===== config.mk =====
export PLATFORM = sky130hd
export DESIGN_NAME = instr_encoder
export DESIGN_NICKNAME = d
export VERILOG_FILES = /design/src/rtl/isa_pkg.sv /design/src/rtl/instr_pack.sv /design/src/rtl/instr_encoder.sv
export SDC_FILE = /design/constraint.sdc
export NUM_CORES = 1
export LEC_CHECK = 0
export CAP_MARGIN = 10
export CORE_MARGIN = 2
export CORE_UTILIZATION = 35
export DETAILED_ROUTE_END_ITERATION = 8
export GPL_ROUTABILITY_DRIVEN = 0
export PLACE_DENSITY = 0.66
export SYNTH_ARGS = -nofsm -noshare
export SYNTH_HDL_FRONTEND = slang
export SYNTH_SLANG_ARGS = --single-unit

===== constraint.sdc =====
create_clock -name clk -period 4.79 [get_ports clk]
set_clock_uncertainty 0.05 [all_clocks]
set_input_delay 0.479 -clock clk [delete_from_list [all_inputs] [get_ports clk]]
set_output_delay 0.479 -clock clk [all_outputs]
set_load 0.05 [all_outputs]

===== src/rtl/isa_pkg.sv =====
// Shared definitions for the 16-bit ISA: operation codes, instruction field positions,
// error codes and encoder states. The instruction decoder uses the same package.
package isa_pkg;

    typedef enum logic [3:0] {
        EXT_WAIT = 4'h0, EXT_AND  = 4'h1, EXT_OR   = 4'h2, EXT_XOR  = 4'h3,
        EXT_NOT  = 4'h4, EXT_ADD  = 4'h5, EXT_ADDU = 4'h6, EXT_ADDC = 4'h7,
        EXT_RSH  = 4'h8, EXT_SUB  = 4'h9, EXT_SUBC = 4'hA, EXT_CMP  = 4'hB,
        EXT_LSH  = 4'hC, EXT_MOV  = 4'hD, EXT_MUL  = 4'hE, EXT_ARSH = 4'hF
    } ext_code_e;

    // Field LSB positions; both forms share the rdest slot.
    localparam int IMM_OP_LSB  = 12;
    localparam int RDEST_LSB   = 8;
    localparam int REG_EXT_LSB = 4;
    localparam int RSRC_LSB    = 0;

    localparam logic [1:0] ERR_NONE       = 2'd0;
    localparam logic [1:0] ERR_ILLEGAL_OP = 2'd1;
    localparam logic [1:0] ERR_IMM_RANGE  = 2'd2;
    localparam logic [1:0] ERR_ADDR_OVF   = 2'd3;

    typedef enum logic [2:0] {
        ST_IDLE, ST_RUN, ST_WRITE, ST_DONE, ST_ERR
    } state_e;

    // The decoder sign-extends imm8, so the upper nine bits must all match.
    function automatic logic imm_fits8(input logic [15:0] v);
        return (&v[15:7]) | ~(|v[15:7]);
    endfunction

    // Logic ops and WAIT have no immediate form.
    function automatic logic imm_op_legal(input logic [3:0] ext);
        return ext > EXT_NOT;
    endfunction

endpackage


===== src/rtl/instr_pack.sv =====
// Combinational packer: instruction fields -> 16-bit word plus legality flags.
// Register form puts ext in the middle nibble; immediate form uses ext as the opcode.
module instr_pack
    import isa_pkg::*;
(
    input  logic [3:0]  i_ext_code,
    input  logic        i_imm_sel,
    input  logic [3:0]  i_rdest,
    input  logic [3:0]  i_rsrc,
    input  logic [15:0] i_imm,
    output logic [15:0] o_word,
    output logic        o_illegal,
    output logic        o_range_err
);

    always_comb begin
        o_word = 16'h0000;
        if (i_imm_sel) begin
            o_word[IMM_OP_LSB +: 4] = i_ext_code;
            o_word[RDEST_LSB  +: 4] = i_rdest;
            o_word[7:0]             = i_imm[7:0];
        end else begin
            o_word[RDEST_LSB   +: 4] = i_rdest;
            o_word[REG_EXT_LSB +: 4] = i_ext_code;
            o_word[RSRC_LSB    +: 4] = i_rsrc;
        end
        o_illegal   = i_imm_sel & ~imm_op_legal(i_ext_code);
        o_range_err = i_imm_sel & ~imm_fits8(i_imm);
    end

endmodule


===== src/rtl/instr_encoder.sv =====
// Program writer: accepts instruction fields on a valid/ready stream, packs them and
// writes one word per two cycles to consecutive instruction-memory addresses.
module instr_encoder
    import isa_pkg::*;
#(
    parameter int ADDR_W = 10
) (
    input  logic              clk,
    input  logic              rst_n,
    input  logic              i_start,
    input  logic [ADDR_W-1:0] i_base_addr,
    input  logic              i_in_valid,
    output logic              o_in_ready,
    input  logic [3:0]        i_ext_code,
    input  logic              i_imm_sel,
    input  logic [3:0]        i_rdest,
    input  logic [3:0]        i_rsrc,
    input  logic [15:0]       i_imm,
    input  logic              i_last,
    output logic              o_mem_we,
    output logic [ADDR_W-1:0] o_mem_addr,
    output logic [15:0]       o_mem_wdata,
    output logic              o_done,
    output logic              o_err,
    output logic [1:0]        o_err_code,
    output logic [ADDR_W-1:0] o_count
);

    state_e            r_state;
    state_e            w_state_next;
    logic [ADDR_W-1:0] r_addr;
    logic [ADDR_W-1:0] r_count;
    logic [15:0]       r_wdata;
    logic              r_last;
    logic              r_err;
    logic [1:0]        r_err_code;

    logic [15:0]       w_word;
    logic              w_illegal;
    logic              w_range_err;
    logic              w_addr_max;

    instr_pack u_pack (
        .i_ext_code  (i_ext_code),
        .i_imm_sel   (i_imm_sel),
        .i_rdest     (i_rdest),
        .i_rsrc      (i_rsrc),
        .i_imm       (i_imm),
        .o_word      (w_word),
        .o_illegal   (w_illegal),
        .o_range_err (w_range_err)
    );

    assign w_addr_max = &r_addr;

    always_comb begin
        w_state_next = r_state;
        case (r_state)
            ST_IDLE:  if (i_start) w_state_next = ST_RUN;
            ST_RUN:   if (i_in_valid) w_state_next = (w_illegal | w_range_err) ? ST_ERR : ST_WRITE;
            ST_WRITE: begin
                if (r_last)          w_state_next = ST_DONE;
                else if (w_addr_max) w_state_next = ST_ERR;
                else                 w_state_next = ST_RUN;
            end
            ST_DONE:  w_state_next = ST_IDLE;
            ST_ERR:   w_state_next = ST_IDLE;
            default:  w_state_next = ST_IDLE;
        endcase
    end

    always_ff @(posedge clk or negedge rst_n) begin
        if (!rst_n) r_state <= ST_IDLE;
        else        r_state <= w_state_next;
    end

    always_ff @(posedge clk or negedge rst_n) begin
        if (!rst_n) begin
            r_addr     <= '0;
            r_count    <= '0;
            r_wdata    <= '0;
            r_last     <= 1'b0;
            r_err      <= 1'b0;
            r_err_code <= ERR_NONE;
        end else begin
            case (r_state)
                ST_IDLE: if (i_start) begin
                    r_addr     <= i_base_addr;
                    r_count    <= '0;
                    r_err      <= 1'b0;
                    r_err_code <= ERR_NONE;
                end
                ST_RUN: if (i_in_valid) begin
                    // Illegal op takes priority when both checks fire.
                    if (w_illegal) begin
                        r_err      <= 1'b1;
                        r_err_code <= ERR_ILLEGAL_OP;
                    end else if (w_range_err) begin
                        r_err      <= 1'b1;
                        r_err_code <= ERR_IMM_RANGE;
                    end else begin
                        r_wdata <= w_word;
                        r_last  <= i_last;
                    end
                end
                ST_WRITE: begin
                    r_count <= r_count + 1'b1;
                    if (!r_last) begin
                        if (w_addr_max) begin
                            r_err      <= 1'b1;
                            r_err_code <= ERR_ADDR_OVF;
                        end else begin
                            r_addr <= r_addr + 1'b1;
                        end
                    end
                end
                default: ;
            endcase
        end
    end

    // Strobes decode straight from the state register so reset drops them at once.
    assign o_in_ready  = (r_state == ST_RUN);
    assign o_mem_we    = (r_state == ST_WRITE);
    assign o_done      = (r_state == ST_DONE);
    assign o_mem_addr  = r_addr;
    assign o_mem_wdata = r_wdata;
    assign o_err       = r_err;
    assign o_err_code  = r_err_code;
    assign o_count     = r_count;

endmodule


==> results of run 1 <==
[layout by cell type (no fill, tap or decap), types with 2 or more instances in the layout]
master and n:
a21oi_1 10, a22oi_1 2, a2bb2oi_1 6, a31oi_1 3, and2_1 2, clkbuf_8 6
clkdlybuf4s50_1 84, dfrtp_1 43, ha_1 2, inv_1 9, mux2_4 5, mux2i_1 12
nand2_1 38, nand3_1 11, nand4_1 5, nor2_1 12, nor3_1 4, o211ai_1 2
o21ai_0 16, o21ai_1 10, o21bai_1 2, o22ai_1 4, o31ai_1 4, or2_2 2
or3_1 2
[layout make-up]
type	instances	area, um^2
inverters	10	37.5
repair buffers	86	853
clock buffers	6	82.6
fillers	597	3020
well taps	77	96.3
flip-flops and latches	43	1080
multi-input cells	172	1080
clock inverters	2	35.0
[power by group through the flow]
stage / Clock, uW / Combinational, uW / Sequential (uW)
global placement: 0 / 1200 / 645
detailed placement: 0 / 1210 / 649
global route: 315 / 1290 / 663
finish: 290 / 1210 / 643
floorplan: 0 / 373 / 1070
CTS: 301 / 1220 / 643
[flip-flops by register name (all words and copies together), names as in the netlist]
signal and cells:
o_count 10, r_last 1, o_err_code 2, o_mem_addr 10, r_state 3, o_err 1
o_mem_wdata 16
[layer usage]
layer,wire length (um),track usage [%]
met1,2710,22.7
met2,2580,23.8
met3,313,3.93
met4,77,4.84
met5,0,0
[stage by stage]
stage	hold WS [ns]	power, uW
after floorplan	0.133	1450
after global placement	0.413	1850
after detailed placement	0.426	1860
after CTS	0.323	2160
after global routing	0.361	2260
final	0.285	2150
[critical path, stage by stage, from the launching register on]
cell and delay [ns]:
dfrtp_1 0.47, or3b_2 0.65, inv_2 0.36, clkdlybuf4s50_1 0.88
[cell families after synthesis]
group | Yosys count | synth area share (%)
AO/OA/AOI/OAI | 67 | 19.7
adder cells (fa/ha/maj) | 2 | 1.11
buffers and inverters | 19 | 4.23
flip-flops | 43 | 47.8
multiplexers | 17 | 8.68
AND/OR/NAND/NOR | 86 | 18.4
[how the worst max path moves through the flow]
| stage | end | slack (ns) | cells after the start |
|---|---|---|---|
| 2_1_floorplan | o_mem_addr[2] | 2.65 | 6 |
| 3_3_place_gp | o_mem_wdata[7] | 1.85 | 5 |
| 3_5_place_dp | o_mem_wdata[4] | 1.83 | 6 |
| 4_1_cts | o_mem_we | 1.60 | 3 |
| 5_1_grt | o_mem_we | 1.52 | 3 |
| 6_report | o_mem_we | 1.60 | 3 |
==> results.yml, run 1 <==
yosys:
  seq_total_area_yosys_pct: 47.8
  commonest_cells_in_the_synthesized_netlist: "dfrtp_1, nand2_1, o21ai_0, mux2i_1, nor2_1"
  synthTopCellsByArea: "dfrtp_1, nand2_1, mux2i_1, o21ai_0, mux2_4"
  postSynthRegisterBits: 43
  yosysTopAreaCell: "dfrtp_1"
  synth_warnings: 0
  synth.most_common_cell: "dfrtp_1"
  synth-edff-count: 0
  synth.avg_cell_area_um2: 9.61
  synthDistinctLibCells: 46
  ys.flop_type: "dfrtp_1"
  syn_nets: 280
  post_synth_inst_count: 234
  yosysTopAreaCellShare_pct: 47.8
  synthesis.area_um2: 2250
  ys_async_sr_fraction_pct: 100
power:
  power.share.switching_pct: 48.5
  power.leakage_uw: 0.00140
  seq_power_share_pct: 30.0
  combinationalPowerShare_pct: 56.5
  power.density_nw_per_um2: 658
  cellInternalPower_uw: 1110
  p_sw_uw: 1040
  share_clk_of_total_power_pct: 13.5
  highest_ir_drop_seen_on_vdd_v: 0.000392
detailed_routing:
  route.detailed.wl_per_inst_um: 14.4
  post_detailed_routing_wire_length_um: 5690
  drc: 0
  ant_nets: 0
  drt_pass1_iterations: 4
  routed-via-count: 2029
  drtIter0Drc: 75
  drt-vias-per-instance: 5.12
sta:
  max-slew-margin-rel_pct: 35.8
  period_share_pct: 66.6
  hold_viol_final: 0
  min_period_ns: 3.19
  rsz0062_at_grt: "no"
  slew_viol_final: 0
  final_setup_viols: 0
  finalSetupTns_ns: 0
  achievable-frequency_mhz: 314
  postLayoutSetupSlackWorst_ns: 1.60
  worst_slew_pin_slew_ns: 0.964
die:
  die_width_um: 84.2
  die_y_um: 84.2
  placement_rows: 29
  design.die.area_um2: 7080
  core_area_um2: 6280
  ioPinCount: 86
  initial_core_util_pct: 35.8
run:
  cap_viol_max_count: 0
worst_setup_path:
  depth_of_the_worst_register_to_register_path: 6
  wp_data_required_ns: 4.26
  worst_r2r_startpoint: "r_state[0]"
  worstSetupStartpointType: "flip-flop"
  first_element_of_the_critical_path: "r_state[0]"
  reg2reg_to: "o_mem_wdata[4]"
  rrSetupSlack_ns: 2.40
  critical_path.endpoint_type: "primary output"
  arrival_ns: 2.66
  critical_path_peak_fanout: 22
  worst-setup-path-type: "reg -> out"
clock_tree:
  post_cts_resize_count: 0
  tritoncts: "yes"
  clock_tree.htree_level_count: 2
  cts.path.max_buffers: 2
  cts.reportedPaths.clkPinSlew_ns: 0.09
  cts_made_buffers: 5
  insertion_delay_ns: 0.29
  hold_buffers: 0
  count_of_clock_tree_sinks: 43
  cts_post_setup_buffers_inserted: 0
  root_buffer: "clkbuf_8"
grt:
  via_count_of_the_first_global_routing_pass: 1918
  grt_start_max_net_pins: 44
  initial_antenna_violation_count: 0
  grt.overflow.total: 0
  grt_first_pass_wirelength_um: 9150
  global_route.usage.total_pct: 15.9
finish:
  layout.nets: 364
  area_growth_pct: 44.9
  antenna_cells_inserted: 0
  layoutNonFillerInstCount: 396
  finalCoreUtilization_pct: 51.9
  layout.cell_area.non_filler_um2: 3260
  drive_gt1_share_pct: 7.52
placed_design:
  place_hpwl_um: 4200
  placement_cell_area_um2: 3140
  placement.io_buffers: 85
  placed_cells: 388
  pre_cts_slack_ns: 1.83
run_status:
  status: "completed"
worst_hold_path:
  hold_class: "in -> async"
(Power assumes the default switching activity.)
==> run 2, diff against run 1 <==
Clock period 4.79 ns to 3.1 ns, I/O delays scaled along.
==> run 2 against run 1 <==
Effect of this change: register-to-register slack worse by 1.6 ns; sequential share of layout area shrank 0.30 points; die area did not move; via count is 0.44% lower; clock power grew 76%; global-route usage grew 0.63 points; non-clock buffer count increased by 2; power is 57% higher; clock-buffer cell count unchanged; routed wire length shrank 2.1%; final cell count is 0.51% higher.
==> results.yml, run 2 (synthesized netlist as in run 1, its figures left out) <==
sta:
  achievable-frequency_mhz: 372
  period_share_pct: 86.8
  worst_slew_pin_slew_ns: 0.976
  slew_viol_final: 0
  final_setup_viols: 0
  postLayoutSetupSlackWorst_ns: 0.411
  hold_viol_final: 0
  rsz0062_at_grt: "no"
  min_period_ns: 2.69
  max-slew-margin-rel_pct: 34.9
  finalSetupTns_ns: 0
detailed_routing:
  ant_nets: 0
  drt-vias-per-instance: 5.08
  routed-via-count: 2020
  drtIter0Drc: 88
  drt_pass1_iterations: 4
  post_detailed_routing_wire_length_um: 5570
  drc: 0
  route.detailed.wl_per_inst_um: 14.0
clock_tree:
  count_of_clock_tree_sinks: 43
  post_cts_resize_count: 0
  cts.path.max_buffers: 2
  root_buffer: "clkbuf_8"
  clock_tree.htree_level_count: 2
  cts_made_buffers: 5
  cts_post_setup_buffers_inserted: 0
  insertion_delay_ns: 0.29
  hold_buffers: 0
  cts.reportedPaths.clkPinSlew_ns: 0.08
  tritoncts: "yes"
placed_design:
  placement_cell_area_um2: 3160
  pre_cts_slack_ns: 0.439
  place_hpwl_um: 4170
  placement.io_buffers: 85
die:
  core_area_um2: 6280
  die_y_um: 84.2
  ioPinCount: 86
  initial_core_util_pct: 35.8
  design.die.area_um2: 7080
  die_width_um: 84.2
  placement_rows: 29
worst_hold_path:
  hold_class: "in -> async"
finish:
  drive_gt1_share_pct: 7.79
  layout.cells.most_common_list: "clkdlybuf4s50_1, dfrtp_1, nand2_1, o21ai_0"
  layout.cells.most_common: "clkdlybuf4s50_1"
  finalCoreUtilization_pct: 52.4
  fillerInstances: 606
  layout.cell_area.non_filler_um2: 3290
  layout.nets: 366
  area_growth_pct: 46.2
  antenna_cells_inserted: 0
  largest_register_ff_count: 16
worst_setup_path:
  worstSetupStartpointType: "flip-flop"
  critical_path.endpoint_type: "primary output"
  cp_num_buf_inv: 2
  crit_path_max_incr_delay_ns: 0.80
  arrival_ns: 2.33
  crit_path_top_delay_cell: "clkdlybuf4s50_1"
  critical_path.cell_chain: "or3b_2 > inv_2 > clkdlybuf4s50_1"
  critical_path_peak_fanout: 14
  critical-path-top-delay-family: "buffers and inverters"
  worst-setup-path-type: "reg -> out"
  wp_data_required_ns: 2.74
run:
  cap_viol_max_count: 0
run_status:
  status: "completed"
grt:
  grt_start_max_net_pins: 44
  grt_first_pass_wirelength_um: 9500
  global_route.usage.total_pct: 16.5
  via_count_of_the_first_global_routing_pass: 2026
  grt.overflow.total: 0
  initial_antenna_violation_count: 0
power:
  power.density_nw_per_um2: 1020
  power.leakage_uw: 0.00141
  highest_ir_drop_seen_on_vdd_v: 0.000603
[run 2: metal layers]
metal  GRT usage (%)  wire length [um]
met3            3.34               241
met2            25.8              2600
met1            23.3              2660
met5               0                 0
met4            4.84                67
[run 2: final timing paths]
path                             from              to  slack, ns  depth (start not counted)
setup / recovery           r_state[0]        o_mem_we       0.41                          3
setup reg to reg           r_state[0]   o_mem_addr[2]       0.77                          7
hold reg to reg            o_count[9]      o_count[9]       0.43                          1
max in group asynchronous       rst_n   o_mem_addr[5]       2.28                          1
min in group clk           o_count[9]      o_count[9]       0.43                          1
hold / removal                  rst_n  o_mem_wdata[2]       0.12                          1
[run 2: per-stage QoR]
step	power, uW	hold WS [ns]	instances
floorplan	2240	-0.0356	234
global placement	2860	0.416	390
detailed placement	2870	0.426	390
CTS	3400	0.154	398
global route	3570	0.186	398
finish	3360	0.119	398
[run 2: cell type report]
type | count | area, um^2 | share of cell area, %
timing repair buffer | 88 | 868 | 26.4
multi-input combinational | 172 | 1080 | 32.8
clock inverter | 2 | 60.1 | 1.83
inverter | 10 | 37.5 | 1.14
sequential | 43 | 1080 | 32.7
clock buffer | 6 | 72.6 | 2.21
tap | 77 | 96.3 | 2.93
[run 2: power by group]
part / switching [uW] / internal [uW] / total (uW)
sequential: 210 / 783 / 993
combinational: 1190 / 668 / 1860
clock: 188 / 322 / 510
==> run 3, diff against run 2 <==
Settings changed: SLEW_MARGIN set to 20.
==> results of run 3 <==
Same layout as run 2: the final DEF is identical, and so are final timing and power.
